`config.mk`:
```
export PLATFORM = sky130hd
export DESIGN_NAME = shot_scheduler
export DESIGN_NICKNAME = d
export VERILOG_FILES = /design/src/rtl/game_pkg.sv /design/src/rtl/free_slot_finder.sv /design/src/rtl/shot_scheduler.sv
export SDC_FILE = /design/constraint.sdc
export NUM_CORES = 1
export LEC_CHECK = 0
export CELL_PAD_IN_SITES_DETAIL_PLACEMENT = 1
export CELL_PAD_IN_SITES_GLOBAL_PLACEMENT = 2
export CORE_ASPECT_RATIO = 1.1
export CORE_MARGIN = 5
export CORE_UTILIZATION = 35
export DETAILED_ROUTE_END_ITERATION = 7
export PLACE_DENSITY = 0.92
export SLEW_MARGIN = 20
export SYNTH_ARGS = -nofsm -noshare
export SYNTH_HDL_FRONTEND = slang
export SYNTH_HIERARCHICAL = 1
export SYNTH_SLANG_ARGS = --single-unit
```
`constraint.sdc`:
```
create_clock -name clk -period 10.6 [get_ports clk]
set_input_delay 2.12 -clock clk [delete_from_list [all_inputs] [get_ports clk]]
set_output_delay 2.12 -clock clk [all_outputs]
set_load 0.05 [all_outputs]
```
`src/rtl/game_pkg.sv`:
```
// Shared game constants, slot owner encoding and the shot scheduler state type.
// The player spawn height is exported here so the renderer draws the gun muzzle at the same row.
package game_pkg;

  localparam int SCR_WIDTH   = 640;
  localparam int SCR_HEIGHT  = 480;
  localparam int SHIP_HGT    = 30;
  localparam int VERT_OFFSET = 10;
  localparam int SHOT_RADIUS = 4;

  localparam logic OWNER_PLAYER = 1'b0;
  localparam logic OWNER_ALIEN  = 1'b1;

  typedef enum logic [1:0] {
    ST_IDLE  = 2'd0,
    ST_MOVE  = 2'd1,
    ST_ALLOC = 2'd2
  } sched_state_t;

  function automatic logic [9:0] spawn_y(input int height, input int v_off,
                                         input int ship_h, input int radius);
    return 10'(height - v_off - ship_h - radius);
  endfunction

  localparam logic [9:0] PLAYER_SPAWN_Y =
    spawn_y(SCR_HEIGHT, VERT_OFFSET, SHIP_HGT, SHOT_RADIUS);

endpackage

```
`src/rtl/free_slot_finder.sv`:
```
// Lowest-index priority encoder over a free-slot mask.
// o_found is low when no slot is free; o_idx is then 0 and must be ignored.
module free_slot_finder #(
  parameter int N = 4
) (
  input  logic [N-1:0] i_free,
  output logic [2:0]   o_idx,
  output logic         o_found
);

  always_comb begin
    o_idx   = '0;
    o_found = 1'b0;
    // Scan downward so the lowest free index is the last one written.
    for (int i = N - 1; i >= 0; i--) begin
      if (i_free[i]) begin
        o_idx   = 3'(i);
        o_found = 1'b1;
      end
    end
  end

endmodule

```
`src/rtl/shot_scheduler.sv`:
```
// Per-frame projectile scheduler: steps every live shot, then grants player/alien fire into free slots.
//   state    | meaning
//   ST_IDLE  | waiting for the frame tick
//   ST_MOVE  | stepping slot[r_idx], one slot per cycle
//   ST_ALLOC | grant pending requests, clear pending flags, age cooldown
module shot_scheduler
  import game_pkg::*;
#(
  parameter int NUM_SLOTS     = 4,
  parameter int COOLDOWN      = 30,
  parameter int STEP_MOTION   = 1,
  parameter int SCREEN_WIDTH  = SCR_WIDTH,
  parameter int SCREEN_HEIGHT = SCR_HEIGHT,
  parameter int SHIP_HEIGHT   = SHIP_HGT,
  parameter int V_OFFSET      = VERT_OFFSET,
  parameter int RADIUS        = SHOT_RADIUS
) (
  input  logic                    clk,
  input  logic                    reset,
  input  logic                    enable,
  input  logic                    fire,
  input  logic                    alienFire,
  input  logic [9:0]              gunPosition,
  input  logic [9:0]              alienX,
  input  logic [9:0]              alienY,
  input  logic [NUM_SLOTS-1:0]    killSlot,
  output logic [NUM_SLOTS-1:0]    slotAlive,
  output logic [NUM_SLOTS-1:0]    slotOwner,
  output logic [10*NUM_SLOTS-1:0] xShot,
  output logic [10*NUM_SLOTS-1:0] yShot,
  output logic                    fireAccepted,
  output logic                    alienFireAccepted,
  output logic                    busy
);

  localparam int         CW      = (COOLDOWN > 0) ? $clog2(COOLDOWN + 1) : 1;
  localparam logic [9:0] SPAWN_Y = spawn_y(SCREEN_HEIGHT, V_OFFSET, SHIP_HEIGHT, RADIUS);
  localparam logic [9:0] PARK_X  = 10'(SCREEN_WIDTH - 1);
  localparam logic [9:0] PARK_Y  = 10'(SCREEN_HEIGHT - 1);

  sched_state_t           r_state, w_state_next;
  logic [2:0]             r_idx;
  logic [NUM_SLOTS-1:0]   r_alive, r_owner;
  logic [9:0]             r_x [NUM_SLOTS];
  logic [9:0]             r_y [NUM_SLOTS];
  logic                   r_pend_p, r_pend_a;
  logic [CW-1:0]          r_cool;
  logic                   r_fire_acc, r_alien_acc;

  logic [NUM_SLOTS-1:0]   w_free, w_p_mask;
  logic [2:0]             w_p_idx, w_a_idx;
  logic                   w_p_found, w_a_found, w_p_grant, w_a_grant, w_player_live;

  always_comb begin
    w_state_next = r_state;
    case (r_state)
      ST_IDLE:  if (enable) w_state_next = ST_MOVE;
      ST_MOVE:  if (r_idx == 3'(NUM_SLOTS - 1)) w_state_next = ST_ALLOC;
      ST_ALLOC: w_state_next = ST_IDLE;
      default:  w_state_next = ST_IDLE;
    endcase
  end

  // A slot killed this cycle is not offered for allocation; it frees up next cycle.
  assign w_free        = ~r_alive & ~killSlot;
  assign w_player_live = |(r_alive & ~r_owner);

  free_slot_finder #(.N(NUM_SLOTS)) u_find_player (
    .i_free (w_free),
    .o_idx  (w_p_idx),
    .o_found(w_p_found)
  );

  assign w_p_grant = (r_state == ST_ALLOC) && r_pend_p && (r_cool == '0) &&
                     !w_player_live && w_p_found;
  assign w_p_mask  = w_p_grant ? (NUM_SLOTS'(1) << w_p_idx) : '0;

  free_slot_finder #(.N(NUM_SLOTS)) u_find_alien (
    .i_free (w_free & ~w_p_mask),
    .o_idx  (w_a_idx),
    .o_found(w_a_found)
  );

  assign w_a_grant = (r_state == ST_ALLOC) && r_pend_a && w_a_found;

  always_ff @(posedge clk) begin
    if (reset) begin
      r_state     <= ST_IDLE;
      r_idx       <= '0;
      r_alive     <= '0;
      r_owner     <= '0;
      r_pend_p    <= 1'b0;
      r_pend_a    <= 1'b0;
      r_cool      <= '0;
      r_fire_acc  <= 1'b0;
      r_alien_acc <= 1'b0;
      for (int i = 0; i < NUM_SLOTS; i++) begin
        r_x[i] <= PARK_X;
        r_y[i] <= PARK_Y;
      end
    end else begin
      r_state <= w_state_next;
      if (r_state == ST_IDLE && enable) r_idx <= '0;
      else if (r_state == ST_MOVE)      r_idx <= r_idx + 3'd1;

      // Requests seen during ALLOC survive the clear and wait for the next frame.
      r_pend_p    <= (r_state == ST_ALLOC) ? fire      : (r_pend_p | fire);
      r_pend_a    <= (r_state == ST_ALLOC) ? alienFire : (r_pend_a | alienFire);
      r_fire_acc  <= w_p_grant;
      r_alien_acc <= w_a_grant;

      if (w_p_grant)                              r_cool <= CW'(COOLDOWN);
      else if (r_state == ST_ALLOC && r_cool != '0) r_cool <= r_cool - CW'(1);

      for (int i = 0; i < NUM_SLOTS; i++) begin
        if (killSlot[i]) begin
          r_alive[i] <= 1'b0;
          r_owner[i] <= OWNER_PLAYER;
          r_x[i]     <= PARK_X;
          r_y[i]     <= PARK_Y;
        end else if (w_p_grant && w_p_idx == 3'(i)) begin
          r_alive[i] <= 1'b1;
          r_owner[i] <= OWNER_PLAYER;
          r_x[i]     <= gunPosition;
          r_y[i]     <= SPAWN_Y;
        end else if (w_a_grant && w_a_idx == 3'(i)) begin
          r_alive[i] <= 1'b1;
          r_owner[i] <= OWNER_ALIEN;
          r_x[i]     <= alienX;
          r_y[i]     <= 10'(alienY + 10'(RADIUS));
        end else if (r_state == ST_MOVE && r_idx == 3'(i) && r_alive[i]) begin
          if (r_owner[i] == OWNER_PLAYER && r_y[i] >= 10'(STEP_MOTION)) begin
            r_y[i] <= r_y[i] - 10'(STEP_MOTION);
          end else if (r_owner[i] == OWNER_ALIEN &&
                       ({1'b0, r_y[i]} + 11'(STEP_MOTION)) <= 11'(SCREEN_HEIGHT - 1)) begin
            r_y[i] <= r_y[i] + 10'(STEP_MOTION);
          end else begin
            r_alive[i] <= 1'b0;
            r_owner[i] <= OWNER_PLAYER;
            r_x[i]     <= PARK_X;
            r_y[i]     <= PARK_Y;
          end
        end
      end
    end
  end

  always_comb begin
    xShot = '0;
    yShot = '0;
    for (int i = 0; i < NUM_SLOTS; i++) begin
      xShot[10*i +: 10] = r_x[i];
      yShot[10*i +: 10] = r_y[i];
    end
  end

  assign slotAlive         = r_alive;
  assign slotOwner         = r_owner;
  assign fireAccepted      = r_fire_acc;
  assign alienFireAccepted = r_alien_acc;
  assign busy              = (r_state != ST_IDLE);

endmodule

```
=== After elaboration in Yosys (flattened, before gate mapping) ===
Memory sizes are Yosys's and may differ from the RTL's.
Cells that the tools add are included.

* Memories: 2
* RAM bits: 80
* ROM bits: 0
* Output and inout bits: 91
* Bits in latches: 0
* Register bits: 22

* Bitwise operators: 53
* Multiplexer cells: 226
* Divide/modulo/power cells: 0
* Shifts and indexed selects: 1
* $add $sub $neg: 15
* Order comparisons: 8
* Reductions and logical operators: 69
* Eq/ne operators: 29
* $mul: 0

{| class="wikitable"
|+ Memory list
! memory !! words !! bits a word !! rd ports !! clocked after Yosys merged registers in !! wr ports !! line !! text
|-
| r_x || 4 || 10 || 4 || 0 || 4 || shot_scheduler.sv:44 || <nowiki>logic [9:0] r_x [NUM_SLOTS];</nowiki>
|-
| r_y || 4 || 10 || 4 || 0 || 4 || shot_scheduler.sv:45 || <nowiki>logic [9:0] r_y [NUM_SLOTS];</nowiki>
|}

{| class="wikitable"
|+ Operator list
! kind !! count
|-
| $mux 10 || 40
|-
| $mux 1 || 172
|-
| $add 10x1->11 const B || 4
|-
| $le 11x9->1 const B || 4
|-
| $or 1x1->1 || 42
|-
| $add 10x1->10 const B || 4
|-
| $ge 10x1->1 const B || 4
|-
| $sub 10x1->10 const B || 4
|-
| $logic_and 1x1->1 || 32
|-
| $ne 3x3->1 const B || 8
|-
| $reduce_and 3->1 || 8
|-
| $mux 2 || 10
|-
| $eq 3x2->1 const B || 6
|-
| $ne 2x2->1 const B || 9
|-
| $not 4->4 || 4
|-
| $and 4x4->4 || 3
|-
| $reduce_bool 2->1 || 6
|-
| $reduce_bool 3->1 || 4
|-
| $reduce_or 2->1 || 6
|-
| $reduce_or 3->1 || 4
|-
| $add 10x3->10 const B || 1
|-
| $mux 5 || 2
|-
| $eq 3x1->1 const B || 3
|-
| $logic_not 3->1 || 3
|-
| other kinds (15) || 18
|}

=== Longest topological paths before layout ===
* Depth after elaboration: 25
* Depth in mapped cells: 17
* Depth with buffers taken out: 17

=== Cells and area by module ===
Netlist, hierarchy kept.

{| class="wikitable"
|+ Modules (own cells, without submodules)
! module !! cells an instance !! area each (µm²) !! instances
|-
| shot_scheduler || 765 || 6959.2 || 1
|-
| free_slot_finder || 9 || 46.3 || 2
|}

=== Least setup slack after synthesis ===
OpenSTA, ideal clock, no wires.

* Path type: input to register
* From: input killSlot[3]
* To: memory r_x[0][0] (enable)
* Data arrival time: 4.957 ns
* Path slack: 5.290 ns
* Stages on the path: 14
* Buffers on the path: 2
* Data required time: 10.247 ns
* Library setup time: 0.353 ns
* Path through: nor2_1 nor2_1 nor3_1 nor3_1 and3_1 clkbuf_1 nor3_1 nor2_1 nand2_1 nand4b_1 or2_2 or3_1 clkbuf_1 nand4_1

{| class="wikitable"
|+ RTL lines
! what !! line !! text
|-
| start: declaration || shot_scheduler.sv:26 || <nowiki>input logic [NUM_SLOTS-1:0] killSlot,</nowiki>
|-
| end: declaration || shot_scheduler.sv:44 ||
|}

==> run summary <==
• **result of the run** complete, no violations
• **total number of nets in the final design** 950
• **count of antenna-violating nets left after detailed routing** 0
• **Syn-to-layout area delta** 24.7%
• **Die Span Y** 159 um
• **Routed wire per std cell** 21.3 um
• **width of the die** 145 um
• **Arrival @ worst endpoint** 6420 ps
• **placed wire-length estimate after detailed placement** 18.4 mm
• **critical path required time** 10710 ps
• **post-cts repair resize count** 0
• **number of nets in the synthesized netlist** 845
• **final estimated routing congestion in global placement** 0.887
• **initial detailed-routing violation count** 463
• **via count of the first global-routing pass** 6746
• **Synth async-reset ratio** 0%
• **drt total wl** 24.4 mm
• **worst-case vdd ir drop** 0.0000748 V
• **pin count of the biggest net entering global routing** 24
• **maximum fanout along the worst path** 13
• **kind of start point of the critical path** input pin
• **proportion of synthesized chip area in sequential cells** 40.3%
• **CTS HTree Levels** 3
• **upper clock frequency limit** 0.158 GHz
• **fill cell count** 2314
• **total number of placement rows** 54
• **switching share of power** 28.9%
• **count of port buffers added during placement** 129
• **Overall Power** 0.912 mW
• **Pre-Repair DR Iteration Count** 5
• **Post-CTS Repair Setup Buffers** 0
• **total number of vias** 6587
• **setup repair after global routing missed its margin** no
• **category of the most critical setup path** in -> reg
• **Synth Warn #** 6
• **transition time at the pin with the least slew margin** 967 ps
• **global-route total usage across every layer** 20.2%
• **count of final setup violators** 0
• **Slew Viols, Final** 0
• **die area** 0.0231 mm^2
• **sw power** 0.264 mW
• **reg-to-reg critical path endpoint** r_y[0][2]
• **TritonCTS Sinks** 102
• **post-synthesis sequential element count** 102
• **initial antenna violation count** 0
• **Worst Hold Endpoint** r_cool[4]
• **clock latency at the later pin of the worst-skew pair** 370 ps
• **startpoint of the tightest hold check path** r_cool[4]
• **buffers from clock root to sink, at most** 2
• **global-route wire length before repair** 37.9 mm
• **detailed-route vias per instance** 5.75
• **Critical Path End Type** flop
• **Period minus WS final** 6310 ps
• **number of hold violations in the final report** 0
• **clock-pin slew on the worst setup and hold paths** 80 ps
• **cell area after technology mapping** 0.00705 mm^2
• **count of pins on the block boundary** 130
• **RR Startpoint** slotAlive[1]
• **fraction of the cycle the final worst path needs** 59.5%
• **sequential share of power** 49.0%
• **number of enable-type register cells in the synthesized netlist** 80
• **synthesized instance count** 783
• **Internal Power** 0.648 mW
• **flip-flop cell with the highest count after synthesis** sky130_fd_sc_hd__edfxtp_1
• **post-synthesis cell type count** 77
• **power share of the clock group** 38.4%
• **starting utilization of the core area** 35.5%
• **TritonCTS clock tree** built
• **number of inserted diodes** 0
• **core outline area** 0.0199 mm^2
• **CTS root buf** sky130_fd_sc_hd__clkbuf_16
• **leakage power summed over all cells** 3.05 nW
• **Setup Total Neg Slack** 0 ps
• **combinational fraction of design power** 12.7%
• **Register-to-Register Path Depth** 13
• **Remaining DRCs** 0
• **number of hold buffers added after cts** 0
• **overflow left after global routing** 0
• **number of buffers inserted during clock tree synthesis** 9
• **mean instance size in the synthesized netlist** 9.01 um^2
• **worst hold path class** reg -> reg
• **depth of the worst hold-timing path** 2
• **skew final** 20.1 ps
• **cell area power density** 104 mW/mm^2
• **relative slew slack** 35.1%
• **worst setup slack for register-to-register paths** 6100 ps
• **share of the core filled with cells in the final layout** 44.3%
• **number of violations of the max-capacitance limit** 0
• **fraction of final layout cells sized beyond drive strength 1** 6.05%
[layout make-up]
class | instances | area [um^2] | area share (%)
timing repair buffer | 134 | 1330 | 15.1
multi-input combinational | 602 | 3850 | 43.8
clock inverter | 7 | 81.3 | 0.925
tap | 252 | 315 | 3.59
inverter | 39 | 146 | 1.67
sequential | 102 | 2840 | 32.3
clock buffer | 9 | 225 | 2.56
[sequential cells by signal, indices dropped and copies added, names as in the netlist]
signal / count
slotOwner: 4
r_pend_p: 1
slotAlive: 4
r_state: 2
r_x: 40
r_idx: 3
fireAccepted: 1
r_y: 40
r_pend_a: 1
alienFireAccepted: 1
r_cool: 5
[placed cells by master, fill, tap and decap left out, types with 28 or more instances in the layout]
cell type / netlist / layout
sky130_fd_sc_hd__a21oi_1: 44 / 44
sky130_fd_sc_hd__nand2_1: 56 / 56
sky130_fd_sc_hd__edfxtp_1: 80 / 80
sky130_fd_sc_hd__clkdlybuf4s50_1: 0 / 129
sky130_fd_sc_hd__inv_1: 39 / 39
sky130_fd_sc_hd__o21ai_0: 40 / 40
sky130_fd_sc_hd__nand3_1: 42 / 42
sky130_fd_sc_hd__nor3_1: 38 / 38
sky130_fd_sc_hd__nor2_1: 74 / 74
sky130_fd_sc_hd__xor2_1: 28 / 28
[per-layer routing]
metal  GRT usage, %  up-vias  share of wire [%]
li1               -     3123                  -
met1           26.0     3265                 45
met2           34.0      163                 48
met3           3.88       36                4.2
met4           6.83        0                2.7
met5              0        -                  0
[logic make-up after synthesis]
logic type | Yosys count | share of synthesized area (%)
fa+ha+maj | 23 | 4.08
buf+inv | 79 | 5.07
flops | 102 | 40.3
xor+xnor | 53 | 6.58
mux | 7 | 0.994
compound gates | 199 | 19.4
other cells | 2 | 0.106
simple gates | 318 | 23.4
[synth_stat cells (22+ instances only)]
cell type,n,area [um^2]
sky130_fd_sc_hd__clkbuf_1,22,82.6
sky130_fd_sc_hd__edfxtp_1,80,2400
sky130_fd_sc_hd__xnor2_1,25,219
sky130_fd_sc_hd__xor2_1,28,245
sky130_fd_sc_hd__nor2_1,74,278
sky130_fd_sc_hd__o21ai_0,40,200
sky130_fd_sc_hd__nand2_1,56,210
sky130_fd_sc_hd__nand3_1,42,210
sky130_fd_sc_hd__dfxtp_1,22,440
sky130_fd_sc_hd__a21oi_1,44,220
sky130_fd_sc_hd__o22ai_1,23,144
sky130_fd_sc_hd__ha_1,23,288
sky130_fd_sc_hd__nor3_1,38,190
sky130_fd_sc_hd__inv_1,39,146
[metrics by stage]
stage	instances	setup slack, ps	instance area [um^2]	hold slack [ps]
floorplan	783	5290	7050	443
global placement	1129	4250	8480	464
detailed placement	1129	4070	8480	474
CTS	1145	4440	8790	481
global route	1145	3990	8790	505
finish	1145	4290	8790	477
[power groups by stage]
stage	sequential (mW)	clock (mW)	combinational, mW
floorplan	0.463	0	0.0557
global placement	0.455	0	0.113
detailed placement	0.455	0	0.114
CTS	0.446	0.354	0.115
global route	0.447	0.369	0.123
finish	0.446	0.350	0.116
[critical path, stage by stage]
cell	delay [ps]
sky130_fd_sc_hd__clkdlybuf4s50_1	580
sky130_fd_sc_hd__nor2_1	120
sky130_fd_sc_hd__nor3_1	640
sky130_fd_sc_hd__nor3_1	140
sky130_fd_sc_hd__and3_1	390
sky130_fd_sc_hd__nor3_1	390
sky130_fd_sc_hd__nor2_1	90
sky130_fd_sc_hd__nand2_1	80
sky130_fd_sc_hd__nand4b_1	140
sky130_fd_sc_hd__or2_2	340
sky130_fd_sc_hd__nor3_1	700
sky130_fd_sc_hd__nand3_1	350
sky130_fd_sc_hd__o22ai_1	260
sky130_fd_sc_hd__mux2i_1	90
[worst max path at each step]
stage                           start  slack (ps)  cells after the start   endpoint
after floorplan           killSlot[3]        5290                     14  r_x[0][0]
after global placement    killSlot[3]        4250                     15  r_y[0][2]
after CTS                 killSlot[3]        4440                     15  r_y[0][2]
final                     killSlot[1]        4290                     14  r_y[0][2]
after global routing      killSlot[1]        3990                     14  r_y[0][2]
after detailed placement  killSlot[2]        4070                     15  r_y[0][2]
No activity file was read; power rests on OpenSTA's default activity.
